**src/rtl/cpu_seq_ctrl.sv**
```systemverilog
// cpu_seq_ctrl: run/halt/single-step sequencer producing one-hot phase enables for the four-phase core.
// Optional macro SEQ_CYCLE_CNT_EN enables the active-cycle counter on CYCLE_CNT (tied to 0 otherwise).
module cpu_seq_ctrl #(
  parameter int         PHASE_LEN = 1,
  parameter logic [3:0] HLT_OP    = 4'b1111
) (
  input  logic        CLK,
  input  logic        RESET_N,
  input  logic        RUN_REQ,
  input  logic        STEP_REQ,
  input  logic        HALT_REQ,
  input  logic [3:0]  OP_CODE,
  input  logic [7:0]  P_COUNT,
  input  logic        BRK_EN,
  input  logic [7:0]  BRK_ADDR,
  output logic        EN_FT,
  output logic        EN_DC,
  output logic        EN_EX,
  output logic        EN_WB,
  output logic        RUNNING,
  output logic [1:0]  HALT_CAUSE,
  output logic [15:0] INSTR_CNT,
  output logic [31:0] CYCLE_CNT
);
  typedef enum logic [2:0] {HALT, FT, DC, EX, WB} state_t;
  state_t      state, state_nxt;
  logic [3:0]  ph_cnt;
  logic        step_mode, halt_lat, first_instr;
  logic        last, exit_halt, wb_done;
  logic [1:0]  cause_nxt;
  // next-state selection: phases advance after PHASE_LEN cycles, halt decisions only at WB completion
  always_comb begin
    state_nxt = state;
    cause_nxt = HALT_CAUSE;
    last      = ph_cnt == 4'(PHASE_LEN - 1);
    exit_halt = !HALT_REQ && (STEP_REQ || RUN_REQ);
    wb_done   = state == WB && last;
    case (state)
      HALT: state_nxt = exit_halt ? FT : HALT;
      FT:   state_nxt = last ? DC : FT;
      DC:   state_nxt = last ? EX : DC;
      EX:   state_nxt = last ? WB : EX;
      WB:
        if (last) begin
          if (step_mode || halt_lat || HALT_REQ) begin
            state_nxt = HALT;
            cause_nxt = 2'd1;
          end else if (OP_CODE == HLT_OP) begin
            state_nxt = HALT;
            cause_nxt = 2'd2;
          end else if (BRK_EN && P_COUNT == BRK_ADDR && !first_instr) begin
            state_nxt = HALT;
            cause_nxt = 2'd3;
          end else begin
            state_nxt = FT;
          end
        end
      default: state_nxt = HALT;
    endcase
  end
  // state, registered enables, run-control latches and retired-instruction counter
  always_ff @(posedge CLK or negedge RESET_N) begin
    if (!RESET_N) begin
      state       <= HALT;
      ph_cnt      <= '0;
      EN_FT       <= 1'b0;
      EN_DC       <= 1'b0;
      EN_EX       <= 1'b0;
      EN_WB       <= 1'b0;
      RUNNING     <= 1'b0;
      HALT_CAUSE  <= 2'd0;
      INSTR_CNT   <= '0;
      step_mode   <= 1'b0;
      halt_lat    <= 1'b0;
      first_instr <= 1'b0;
    end else begin
      state       <= state_nxt;
      ph_cnt      <= (state_nxt != state || state == HALT) ? 4'd0 : ph_cnt + 4'd1;
      EN_FT       <= state_nxt == FT && state != FT;
      EN_DC       <= state_nxt == DC && state != DC;
      EN_EX       <= state_nxt == EX && state != EX;
      EN_WB       <= state_nxt == WB && state != WB;
      RUNNING     <= state_nxt != HALT;
      HALT_CAUSE  <= cause_nxt;
      INSTR_CNT   <= INSTR_CNT + {15'd0, wb_done};
      step_mode   <= state == HALT ? STEP_REQ : step_mode;
      halt_lat    <= state_nxt == HALT ? 1'b0 : (state != HALT && HALT_REQ) ? 1'b1 : halt_lat;
      first_instr <= (state == HALT && exit_halt) ? 1'b1 : (wb_done && state_nxt == FT) ? 1'b0 : first_instr;
    end
  end
`ifdef SEQ_CYCLE_CNT_EN
  logic [31:0] cyc;
  // active-cycle counter, cleared only by reset
  always_ff @(posedge CLK or negedge RESET_N) begin
    if (!RESET_N) cyc <= '0;
    else          cyc <= cyc + {31'd0, RUNNING};
  end
  assign CYCLE_CNT = cyc;
`else
  assign CYCLE_CNT = '0;
`endif
endmodule
```
**config.mk**
```make
export PLATFORM = sky130hd
export DESIGN_NAME = cpu_seq_ctrl
export DESIGN_NICKNAME = d
export VERILOG_FILES = /design/src/rtl/cpu_seq_ctrl.sv
export SDC_FILE = /design/constraint.sdc
export NUM_CORES = 1
export LEC_CHECK = 0
export BUFFER_PORTS_ARGS = -buffer_cell sky130_fd_sc_hd__buf_2
export CORE_ASPECT_RATIO = 1.2
export CORE_MARGIN = 5
export CORE_UTILIZATION = 42
export DETAILED_ROUTE_END_ITERATION = 12
export PLACE_DENSITY = 0.73
export SYNTH_ARGS = -nofsm -noshare
export SYNTH_HDL_FRONTEND = slang
export SYNTH_SLANG_ARGS = --single-unit
```
**constraint.sdc**
```tcl
create_clock -name CLK -period 2.2 [get_ports CLK]
set_input_delay 0.22 -clock CLK [delete_from_list [all_inputs] [get_ports CLK]]
set_output_delay 0.22 -clock CLK [all_outputs]
set_load 0.05 [all_outputs]
```
==> impl.org, run 1 <==
** STA
- Tightest slew margin relative to the limit :: 52.6%
- Hold Worst Slack :: -7.48 ps
- Final count of negative-setup-slack endpoints :: 0
- Worst Clk Skew :: 5.39 ps
- Time the worst path needs with I/O delays and setup :: 2160 ps
- Static timing analysis puts the maximum clock frequency at 462 MHz.
- RSZ-0062 raised after global routing :: yes
- Ratio of final minimum period to clock period :: 98.3%
- Pin slew with the least headroom to its limit :: 711 ps
- The total count of max-transition violations in the final report is 0.
- Total negative slack :: 0 ps
- The hold violation total from the final report came to 11.

** Synthesis
- The most used flip-flop cell after synthesis is dfrtp_1.
- Biggest area consumer among synthesized cells :: dfrtp_1
- Number of enable flip-flop cells after synthesis :: 0
- In the post-synthesis netlist, the cell with the most instances is dfrtp_1.
- Average cell area after synthesis :: 10.5 sq um
- The Yosys step of the flow raised 0 warnings.
- Synthesis instantiated 32 different standard cells from the library.
- Gate count after technology mapping :: 170
- Netlist area before placement :: 1790 sq um
- Share of the synthesized area in the top cell type :: 46.1%
- Synth top cells by count :: dfrtp_1, buf_4, xnor2_1
- Yosys attributes the largest share of cell area to dfrtp_1, buf_4, xnor2_1, nand3_1, xor2_1.
- For this run, asynchronously set or reset flops after synthesis account for 100%.
- The synthesized design contains 33 register bits.
- Fraction of the yosys area taken by sequential cells :: 46.1%

** Power
- For this design the ratio of total power to cell area is 995 nW/um^2.
- Total power of the final layout :: 2170 uW
- Worst IR Drop VDD :: 0.571 mV
- Leakage Power :: 0.00111 uW

** Clocking
- Clock-pin slew was measured on the worst setup and hold paths at 60 ps.
- CTS placed an instance of clkbuf_8 at the clock tree root.
- Insertion delay of the later-clocked pin in the worst-skew pair :: 280 ps
- Clock buffers created by TritonCTS :: 5
- CTS built an H-tree with a depth of 2.
- No sink is reached through more buffers than the 2 on the longest clock path.
- TritonCTS clock tree :: built
- CTS saw 33 sinks.

** Floorplan
- The die covers 5670 sq um.
- Boundary pin count :: 81
- The die is 81.5 um tall.
- The initial utilization of the core area, before any placement, comes to 42.7%.
- Standard cell core area :: 4200 sq um
- From left edge to right edge, the die measures 69.6 um.
- The floorplan has 26 rows.

** Flow run
- Max-cap viol count :: 0

** Finish
- Counting the fill cells in the layout gives 379.
- Fraction of layout instances using a drive strength above 1 :: 32.6%
- Area of the multi-input gates :: 876 sq um
- Diode insertion count for antenna repair :: 0
- Area grow syn2layout :: 21.8%
- The finished layout holds 289 standard cells, fillers aside.
- End-of-flow core utilization :: 52.0%
- Combined flip-flop and latch cell area :: 826 sq um
- Final #Nets :: 263

** Global routing
- Global routing used 12.5% of the available tracks.
- The total overflow left after global routing is 0.
- The number of global-route vias before repair was 1300.
- The first global-routing pass estimated 5580 um of wire.
- Largest net degree at the start of global routing :: 34
- Number of antenna violations at the first check in global routing :: 0

** Placed design
- In this run the tool buffered the top-level ports with 48 buffer cells.
- After legalization and detailed placement, the total HPWL measured 2660 um.
- Routability congestion estimate :: 0.729
- # placed instances :: 279

** Critical path
- Element type at the critical path start :: flip-flop
- Endpoint class of the critical path :: flip-flop
- For the worst setup path, the data required time is 2360 ps.
- Arrival time reported for the critical path endpoint :: 2320 ps
- Counting both buffers and inverters, the worst setup path holds a total of 1.
- Depth of the most critical reg-to-reg path :: 9
- Crit. path cell count :: 9
- Maximum fanout along the worst path :: 4
- Cell with the largest stage delay on the worst path :: dfrtp_1
- Worst path top cell family by delay :: simple AND/OR/NAND/NOR gates
- Critical path type :: reg -> reg
- For this run, the slowest stage of the critical path takes 410 ps.
- Ordered cell list for the critical path :: inv_1, ha_2, or3b_4, nor2_4, ha_4, ha_4, nand3_4, or3_4, xnor2_1
- CP dominant cell by count :: ha_4

** Drt
- ANT nets after route :: 0
- Detailed-router iteration count before antenna repair :: 4
- Dividing the detail-routed wire length by the instance count gives 11.5 um.
- In the routed design, unresolved DRC markers number 0.
- Vias/cell :: 4.53
- The detailed router placed 1308 vias in this run.
- The detailed router finished its first iteration with 54 violations.
- After detailed routing, the total wire length is 3330 um.

** Status
- Violated checks :: hold timing
- Run status :: finished with violations

** Min path
- In this run the worst hold path is classified as in -> async.
flip-flops by register name, summed over array words and instances, names as in the netlist:
register and cells:
EN_FT 1, EN_WB 1, INSTR_CNT 16, state 3, ph_cnt 4, HALT_CAUSE 2, EN_EX 1, step_mode 1
first_instr 1, EN_DC 1, RUNNING 1, halt_lat 1
final cells by class:
class                           instances  area share [%]
Clock buffer                            7            3.96
Inverter                                4           0.688
Multi-Input combinational cell        132            40.2
Sequential cell                        33            37.9
Tap cell                               56            3.21
Timing Repair Buffer                   57            14.1
report_power, final:
group,internal (uW),switching (uW),total (uW),leakage [uW]
registers,737,93.2,831,0.000437
logic,265,629,894,0.000625
clock network,248,198,446,0.0000443
total,1250,921,2170,0.00111
per-stage QoR:
stage | worst slack, ps | cell area, sq um
5_1_grt | -62.3 | 2180
6_report | 37.7 | 2180
3_3_place_gp | 94.3 | 2050
2_1_floorplan | 21.9 | 1930
4_1_cts | 16.3 | 2130
3_5_place_dp | 35.4 | 2050
routing by layer:
layer | GRT usage (%) | wire, um | up-vias
met5 | 0 | 0 | -
met4 | 5.27 | 51 | 0
met3 | 4.77 | 305 | 6
met2 | 23.0 | 1660 | 53
met1 | 12.9 | 1310 | 611
li1 | - | - | 638
path summary, 6_finish.rpt:
kind                          startpoint  slack, ps            end
hold / removal                   RESET_N         -7  HALT_CAUSE[0]
hold reg to reg            INSTR_CNT[15]        470  INSTR_CNT[15]
setup reg to reg               ph_cnt[0]         40  INSTR_CNT[12]
setup / recovery               ph_cnt[0]         40  INSTR_CNT[12]
max in group asynchronous        RESET_N       1750  INSTR_CNT[13]
min in group CLK                STEP_REQ        180      step_mode
repair_timing:
action                                  in CTS  in global routing
endpoints found under the setup margin       0                  4
hold buffers                                 0                  0
gates resized for setup                      0                  5
setup buffers                                0                  3
placed cells by master, fill, tap and decap left out, types with 2 or more instances in the layout:
cell type  Yosys  final
nand3b_1       2      2
clkbuf_8       0      6
or3_1          3      2
or3b_4         2      2
inv_1          4      4
buf_4         32      9
nand2_1        4      4
conb_1         1     32
xnor2_1       18     18
nor3_1         8      7
and4_1         2      2
xor2_1         7      7
nand2b_1       2      2
nor2_1        13     13
a21oi_1        2      2
nand3_1       13     12
dfrtp_1       33     33
buf_2          0     48
ha_4           0      2
nand4_1        4      4
and3_1         3      3
cells by family after synthesis:
family | Yosys count | share of synthesized area (%)
adders and majority gates | 4 | 2.80
muxes | 2 | 1.26
other | 1 | 0.209
xor gates and xnor gates | 25 | 12.2
buffers and inverters | 36 | 14.3
and+or+nand+nor | 61 | 19.8
DFF | 33 | 46.1
AOI/OAI and AO/OA | 8 | 3.35
No activity file was read; power rests on OpenSTA's default activity.
==> run 2, diff against run 1 <==
Settings changed: CORE_ASPECT_RATIO 1.2 to default.
==> run 2 against run 1 <==
Net effect:
- register-to-register slack improved by 80 ps
- the flow still finishes with violations (hold timing)
- highest routed layer unchanged
- critical endpoint unchanged
- largest cell class unchanged
- clock power rose by 31%
- global-route usage rose by 0.38 points
==> impl.org, run 2 (synthesis gave the netlist of run 1 again) <==
** Status
- Run status :: finished with violations
- Violated checks :: hold timing

** STA
- The hold violation total from the final report is 22.
- Number of max-slew violations in the final report :: 0
- For this run, the top clock speed supported by timing is 481 MHz.
- In this run the tightest slew margin relative to its limit is 52.7%.
- Setup violations remaining at the end of the flow were counted as 0.
- Across the routed clock network, the largest skew measured is 5.48 ps.
- On the final layout, the worst hold slack is -21.1 ps.
- The smallest clock period supported by the final layout is computed as 2080 ps.
- Pin slew with the least headroom to its limit :: 710 ps
- Of the available clock period, the critical path in the final layout requires 94.5%.

** Finish
- In the final layout, the registers with the most flip-flops are INSTR_CNT (16), ph_cnt (4), state (3).
- 0 antenna diodes ended up in the layout.
- Fin cells :: 287
- Flip-flop count of the largest register, all copies and words added :: 16
- Final #Nets :: 266
- Once layout is done, the placed cells without fillers occupy 2210 sq um.
- Most common library cell in the layout ignoring fill and taps :: buf_2
- The area growth from synthesis to layout is 23.5%.
- The post-route netlist has 32.9% of its cells at a drive strength greater than 1.
- Most flop-heavy register :: INSTR_CNT
- Commonest non-fill, non-tap cells in the layout :: buf_2, dfrtp_1, conb_1

** Placed design
- Placed wire-length estimate after detailed placement :: 2670 um
- # placed instances :: 273
- Routability congestion estimate :: 0.747
- Input/output buffers :: 48
- Placed instance area :: 2040 sq um

** Critical path
- Broken down by cell family, the worst path's largest delay share belongs to simple AND/OR/NAND/NOR gates.
- STA puts the critical path data arrival time at 2250 ps.
- In this run the worst setup path terminates at INSTR_CNT[12].
- The largest individual stage delay along the critical path comes from the cell dfrtp_1.
- FF-to-FF End :: INSTR_CNT[12]
- The number of buffers and inverters on the critical path is 1.
- In this run the critical register-to-register path is launched from ph_cnt[1].
- STA classifies the critical path startpoint as a flip-flop.
- Critical path type :: reg -> reg
- The critical path crosses 9 cells after its start point.
- Ordered cell list for the critical path :: inv_1, ha_1, or3b_4, nor2_4, ha_4, ha_4, nand3_2, or3_1, xnor2_1
- Depth of the most critical reg-to-reg path :: 9
- Required time of the worst setup path :: 2370 ps
- For flop-to-flop paths, the worst setup slack is 120 ps.
- Maximum fanout along the worst path :: 3
- Peak per-stage delay on the critical path :: 400 ps
- STA classifies the critical path endpoint as a flip-flop.
- Beginning of the critical path :: ph_cnt[1]
- CP dominant cell by count :: ha_4

** Clocking
- Insertion delay of the later-clocked pin in the worst-skew pair :: 280 ps
- Clock tree synthesis found a total of 33 sinks.
- Number of buffers inserted by hold repair at cts :: 0
- Clock transition at the registers of the reported paths :: 70 ps
- TritonCTS built the clock tree.
- The number of clock buffers added by TritonCTS is 5.
- The longest clock path from root to sink contains 2 buffers.
- Buffer cell driving the clock tree root :: clkbuf_8
- H-tree Lvls :: 2

** Drt
- After the first detailed-routing iteration, the DRC count stood at 49.
- ANT nets after route :: 0
- Post-route DRC :: 0
- Detailed routing placed a total of 315 um of wire on met3.
- Across all layers, the routed design uses 1291 vias.
- In the final routing, the length of wire on met1 measures 1390 um.
- Detailed-router iteration count before antenna repair :: 4
- Overall routed net length :: 3440 um
- After detailed routing, the number of vias per cell comes to 4.50.
- Summed over all nets, wire length on met2 after detailed routing comes to 1690 um.
- After detailed routing, the average wire length per cell comes to 12.0 um.
- Top Layer Used :: met4

** Floorplan
- Standard cell core area :: 4060 sq um
- Row generation in the floorplan step produced 23 rows.
- Measured along the y axis, the die boundary spans 75.3 um.
- The die covers 5670 sq um.
- For this configuration, the core starts out at a cell density of 44.1%.
- Die width :: 75.3 um
- Boundary pin count :: 81

** Power
- Of the total power, combinational logic draws 39.1%.
- For this design the static power due to leakage is 0.00114 uW.
- Flop pwr share :: 35.7%
- Net switching is 40.5% of the power.
- In this run the power spent charging and discharging nets is 939 uW.
- Internal power of the cells :: 1380 uW
- The worst-case IR drop observed on VDD is 0.601 mV.
- Total power per unit cell area :: 1050 nW/um^2
- The clock network is responsible for 25.2% of the overall power.

** Global routing
- GRT Total Usage :: 12.9%
- The number of global-route vias before repair came to 1236.
- First-pass GRT wire length :: 5620 um
- Entering global routing, the biggest net connects 34 pins.
- The initial antenna violation count was 0.
- Summed over all layers, the global routing overflow is 0.

** Flow run
- Max-cap viol count :: 0

** Min path
- Type of the tightest min-delay check :: in -> async
[run 2: cell types whose count changed in the layout (fill, tap and decap cells not counted)]
cell	previous run	this run
buf_4	9	12
bufinv_16	0	1
ha_1	1	2
ha_2	1	0
nand3_2	0	1
nand3_4	1	0
or3_1	2	3
or3_4	1	0
[run 2: area by class of cell]
cell class	count	area [sq um]
flip-flops and latches	33	826
clock buffers	7	86.3
clock inverters	1	30.0
fillers	371	1850
well taps	50	62.6
multi-input cells	132	861
inverters	4	15.0
repair buffers	60	330
[run 2: worst min-delay path by stage]
stage | cells after the start | startpoint | slack [ps] | end
after floorplan | 0 | RESET_N | -80 | EN_DC
after global placement | 1 | RESET_N | 310 | INSTR_CNT[2]
after detailed placement | 1 | RESET_N | 320 | INSTR_CNT[4]
after CTS | 1 | RESET_N | 9 | INSTR_CNT[4]
after global routing | 1 | RESET_N | 60 | INSTR_CNT[9]
final | 1 | RESET_N | -20 | INSTR_CNT[2]
[run 2: power by group through the flow]
stage / sequential (uW) / combinational (uW) / clock [uW]
after floorplan: 1120 / 424 / 0
after global placement: 840 / 885 / 0
after detailed placement: 840 / 899 / 0
after CTS: 829 / 902 / 602
after global routing: 847 / 983 / 623
final: 826 / 906 / 584
[run 2: timing repair]
action,4_1_cts,5_1_grt
setup buffers,1,5
pin swaps,0,2
setup endpoints to repair,1,4
endpoints found under the hold margin,0,0
resized for setup,0,2
[run 2: stage by stage]
stage                     util (%)  setup TNS [ps]  worst slack, ps  hold WS, ps  total power [uW]
final                         54.5               0              120        -21.1              2320
after global routing          54.5           -31.2            -18.6         55.1              2450
after CTS                     53.3               0             19.3         8.53              2330
after detailed placement      50.3               0             4.17          323              1740
after global placement        50.3               0             90.4          310              1730
after floorplan                  -               0             21.9        -75.6              1540
[run 2: metal layers]
| metal | GRT usage, % | up-vias |
|---|---|---|
| met5 | 0 | - |
| met4 | 4.66 | 0 |
| met3 | 3.56 | 7 |
| met2 | 21.4 | 48 |
| met1 | 16.2 | 593 |
| li1 | - | 643 |
